[config.mk]
export PLATFORM = sky130hd
export DESIGN_NAME = osc_freq_meter
export DESIGN_NICKNAME = d
export VERILOG_FILES = /design/src/rtl/osc_freq_meter.sv
export SDC_FILE = /design/constraint.sdc
export NUM_CORES = 1
export LEC_CHECK = 0
export ABC_AREA = 1
export CAP_MARGIN = 20
export CORE_ASPECT_RATIO = 0.7
export CORE_UTILIZATION = 35
export DETAILED_ROUTE_END_ITERATION = 6
export PLACE_DENSITY_LB_ADDON = 0.2
export SLEW_MARGIN = 5
export SYNTH_ARGS = -nofsm -noshare
export SYNTH_HDL_FRONTEND = slang
export SYNTH_SLANG_ARGS = --single-unit
export TNS_END_PERCENT = 30
[constraint.sdc]
create_clock -name clk -period 1.9 [get_ports clk]
set_clock_uncertainty 0.1 [all_clocks]
set_input_delay 0.38 -clock clk [delete_from_list [all_inputs] [get_ports clk]]
set_output_delay 0.38 -clock clk [all_outputs]
set_load 0.02 [all_outputs]
[src/rtl/osc_freq_meter.sv]
// Ring-oscillator frequency meter: counts synchronized osc_in rising edges over N_FRAMES frames.
// meas/meas_valid update on the gate-closing tick edge; bar_px is 1 clk behind hpos/visible. No backpressure.
module osc_freq_meter #(
    parameter int CNT_W       = 16,
    parameter int N_FRAMES    = 1,
    parameter int SYNC_STAGES = 2,
    parameter int BAR_SHIFT   = 6
) (
    input  logic             clk,
    input  logic             reset,
    input  logic             ena,
    input  logic             osc_in,
    input  logic             frame_tick,
    input  logic [9:0]       hpos,
    input  logic             visible,
    output logic [CNT_W-1:0] meas,
    output logic             meas_valid,
    output logic             meas_ovf,
    output logic             bar_px
);
    typedef enum logic [1:0] {IDLE = 2'd0, ARMED = 2'd1, GATING = 2'd2} state_t;

    localparam logic [7:0] LAST_FRAME = 8'(N_FRAMES - 1);

    state_t                 state;
    logic [SYNC_STAGES-1:0] sync_q;
    logic                   sync_d;
    logic                   edge_p;
    logic [CNT_W-1:0]       cnt;
    logic [7:0]             frames;
    logic                   ovf_run;

    logic                   cnt_max;
    logic                   edge_at_max;
    logic [CNT_W-1:0]       cnt_inc;
    logic                   gate_end;
    logic [CNT_W-1:0]       bar_len;
    logic                   bar_hit;

    always_ff @(posedge clk or posedge reset) begin
        if (reset) begin
            sync_q <= '0;
            sync_d <= 1'b0;
            edge_p <= 1'b0;
        end else begin
            sync_q <= {sync_q[SYNC_STAGES-2:0], osc_in};
            sync_d <= sync_q[SYNC_STAGES-1];
            edge_p <= sync_q[SYNC_STAGES-1] & ~sync_d;
        end
    end

    assign cnt_max     = &cnt;
    assign edge_at_max = edge_p & cnt_max;
    assign cnt_inc     = (edge_p && !cnt_max) ? cnt + CNT_W'(1) : cnt;
    assign gate_end    = frame_tick && (frames == LAST_FRAME);

    // hpos < min(len, 1023) reduces to hpos < len with hpos == 1023 excluded.
    assign bar_len = meas >> BAR_SHIFT;
    assign bar_hit = (hpos != 10'h3FF) && ({{CNT_W{1'b0}}, hpos} < {10'b0, bar_len});

    always_ff @(posedge clk or posedge reset) begin
        if (reset) begin
            state      <= IDLE;
            cnt        <= '0;
            frames     <= '0;
            ovf_run    <= 1'b0;
            meas       <= '0;
            meas_valid <= 1'b0;
            meas_ovf   <= 1'b0;
            bar_px     <= 1'b0;
        end else begin
            meas_valid <= 1'b0;
            bar_px     <= visible && bar_hit;
            if (!ena) begin
                state   <= IDLE;
                cnt     <= '0;
                frames  <= '0;
                ovf_run <= 1'b0;
            end else begin
                case (state)
                    IDLE: begin
                        state <= ARMED;
                    end
                    ARMED: begin
                        if (frame_tick) begin
                            state   <= GATING;
                            cnt     <= '0;
                            frames  <= '0;
                            ovf_run <= 1'b0;
                        end
                    end
                    GATING: begin
                        // An edge landing on the closing tick still belongs to the closing gate.
                        if (gate_end) begin
                            meas       <= cnt_inc;
                            meas_ovf   <= ovf_run | edge_at_max;
                            meas_valid <= 1'b1;
                            cnt        <= '0;
                            frames     <= '0;
                            ovf_run    <= 1'b0;
                        end else begin
                            cnt     <= cnt_inc;
                            ovf_run <= ovf_run | edge_at_max;
                            if (frame_tick) begin
                                frames <= frames + 8'd1;
                            end
                        end
                    end
                    default: begin
                        state <= IDLE;
                    end
                endcase
            end
        end
    end
endmodule

==> flow_summary.ini <==
[layout]
layout_commonest_cell = nand2_1
fin_nets = 468
layout-drive-gt1-share = 0.1156
diodes = 0
most-common-layout-cells = nand2_1 (136), nand3_1 (57), dfrtp_1 (49)
fin_cells = 542
final_core_util = 0.4528
syn2layout_area_growth_pct = 22.22

[floorplanning]
core_um2 = 8040
num_rows = 27
start_util = 0.3705
die_y_um = 79.19
io_pins = 35
die_w_um = 112.3
fp.dieArea_um2 = 8891

[cts]
clockBufferDepth = 2
cts_buffers = 5
cts-hold-fix-buffers = 0
cts-resized-gates = 0
clock_sinks = 50
clockRootBuffer = clkbuf_16
tritoncts = done
clock_latency_ns = 0.29
clkTransAtPathRegs_ns = 0.07
cts_setup_buffers = 0
htreeDepth = 2

[critical_path]
critical_path_arrival_ns = 1.31
critPathCaptureType = primary output
rrSetupSlack_ns = 0.19
timing.rr.start = cnt[1]
crit_fanout = 3
max_stage_delay_ns = 0.62
worst-setup-path-type = register to primary output
reg2reg_to = ovf_run
critPathBufInv = 1
path_cells = clkdlybuf4s50_1
cp_data_required_time_ns = 1.42
critPathTopFamily = buffers and inverters
slowest_stage = clkdlybuf4s50_1
worst-r2r-cell-count = 9
start_kind = register

[routing]
avgRoutedWirePerCell_um = 12.19
ant_nets = 0
routed_via_density = 4.769
vias = 2585
drtPass1Iterations = 6
drc_errors = 4
drtIter0Drc = 142
wl_um = 6607

[placed_design]
dpl.hpwl_um = 4948
placed_cells = 534
pre_cts_ws_ns = 0.02264
place_congestion = 0.8346
port_buffers = 34

[sta]
fmaxAchievable_mhz = 557.6
layout_setup_ws_ns = 0.1068
slew_viol_final = 0
finalCritPeriodShare = 0.9438
period_needed_ns = 1.793
rsz0062_at_grt = false
finalHoldViolCount = 0
fin_tns_setup_ns = 0
final-setup-viol-count = 0
slew_headroom = 0.7920
worstMarginPinSlew_ns = 0.3120

[power]
p_int_mw = 1.699
netSwitchingPower_mw = 0.5142
p_leak_nw = 1.753
power_density_nw_per_um2 = 607.8
swShare = 0.2324
clkPwrFrac = 0.409
ir_worst_vdd_mv = 0.2775
p_seq_frac = 0.493
p_comb_frac = 0.098

[run_status]
violations = DRC
status = finished with violations

[synthesis]
synth_fp_nets = 423
yosys.area.top_type = dfrtp_1
yosys_warnings = 0
synth_cell_types = 31
syn-cell-area_um2 = 2979
synth.top_cell.area_share = 0.4200
yosysSeqAreaShare = 0.4200
synthCells = 395
syn_area_per_cell_um2 = 7.542
synthTopCellsByArea = dfrtp_1 (42%), nand2_1 (17%), nand3_1 (9.6%)
synth.ff_latch_count = 50

[global_route]
antenna_found_initial = 0
grt.total_usage = 0.1646
grt_max_degree = 51
grt.overflow.total = 0
first_global_vias = 2307
grt_pass1_wl_um = 11470

[min_path]
hp-start = sync_q[0]
hp-class = register to register
hold-path-endpoint = sync_q[1]
whs_path_depth = 0

[run]
maxCapViolations = 0
-- cell families (layout without fill, tap and decap cells) --
| kind of cell | Yosys count | count (layout) | synth area share |
|---|---|---|---|
| compound gates | 23 | 23 | 0.04536 |
| xor+xnor | 2 | 2 | 0.005881 |
| fa+ha+maj | 12 | 12 | 0.05040 |
| buf+inv | 56 | 102 | 0.08442 |
| flops | 50 | 50 | 0.4200 |
| simple gates | 252 | 252 | 0.3939 |
-- per-layer routing --
layer / GRT usage / wire length, um
met3: 0.03511 / 298
met4: 0.04000 / 50
met2: 0.2354 / 2675
met5: 0 / 0
met1: 0.2488 / 3583
-- how the worst max path moves through the flow --
stage | start | to | slack [ns] | cells after the start
2_1_floorplan | reset | bar_px | 0.22 | 1
3_3_place_gp | ena | frames[5] | 0.04 | 8
3_5_place_dp | ena | frames[5] | 0.02 | 8
4_1_cts | meas[8] | meas[8] | 0.08 | 1
5_1_grt | cnt[1] | ovf_run | 0.02 | 9
6_report | meas[8] | meas[8] | 0.11 | 1
-- power by group through the flow --
| stage | clock network [mW] | logic [mW] | registers, mW |
|---|---|---|---|
| after CTS | 0.940 | 0.222 | 1.09 |
| after detailed placement | 0 | 0.221 | 1.11 |
| final | 0.905 | 0.216 | 1.09 |
| after global routing | 0.980 | 0.246 | 1.09 |
| after floorplan | 0 | 0.105 | 1.12 |
| after global placement | 0 | 0.219 | 1.11 |
-- metrics by stage --
step | power (mW) | hold WS [ns] | instance area, um2
floorplan | 1.228 | 0.2312 | 2979
global placement | 1.331 | 0.2346 | 3487
detailed placement | 1.332 | 0.2395 | 3487
CTS | 2.253 | 0.2550 | 3635
global route | 2.318 | 0.2675 | 3641
finish | 2.213 | 0.2522 | 3641
-- cells in the mapped netlist --
library cell	n
buf_2	2
nand3b_1	1
nand2_4	1
clkinv_4	1
or2_1	2
inv_1	42
nand4_2	2
a21oi_1	6
o21ai_2	2
nand3_2	1
nand3_1	57
o21ai_1	1
nand4_1	4
ha_1	12
o21a_1	1
nor2_8	2
a211oi_1	1
buf_6	3
nand2_1	137
buf_8	1
nor2_2	4
inv_2	7
nand2_2	3
dfrtp_1	50
o21ai_0	9
o21bai_1	2
nor2_1	28
a21o_1	1
nor3_1	3
xor2_1	2
nor2_4	7
-- layout make-up --
cell class	instances	area [um2]
clock buffers	7	142.6
clock inverters	1	5.005
fillers	844	4399
inverters	50	192.7
multi-input cells	289	1481
flip-flops and latches	50	1252
well taps	101	126.4
repair buffers	44	440.4
-- registers in the layout (all words and copies together), names as in the netlist --
| signal | flops |
|---|---|
| ovf_run | 1 |
| sync_d | 1 |
| meas | 16 |
| edge_p | 1 |
| sync_q | 2 |
| meas_ovf | 1 |
| cnt | 16 |
| bar_px | 1 |
| meas_valid | 1 |
| frames | 8 |
| state | 2 |
Note: power is estimated with default switching activity, not from simulation.
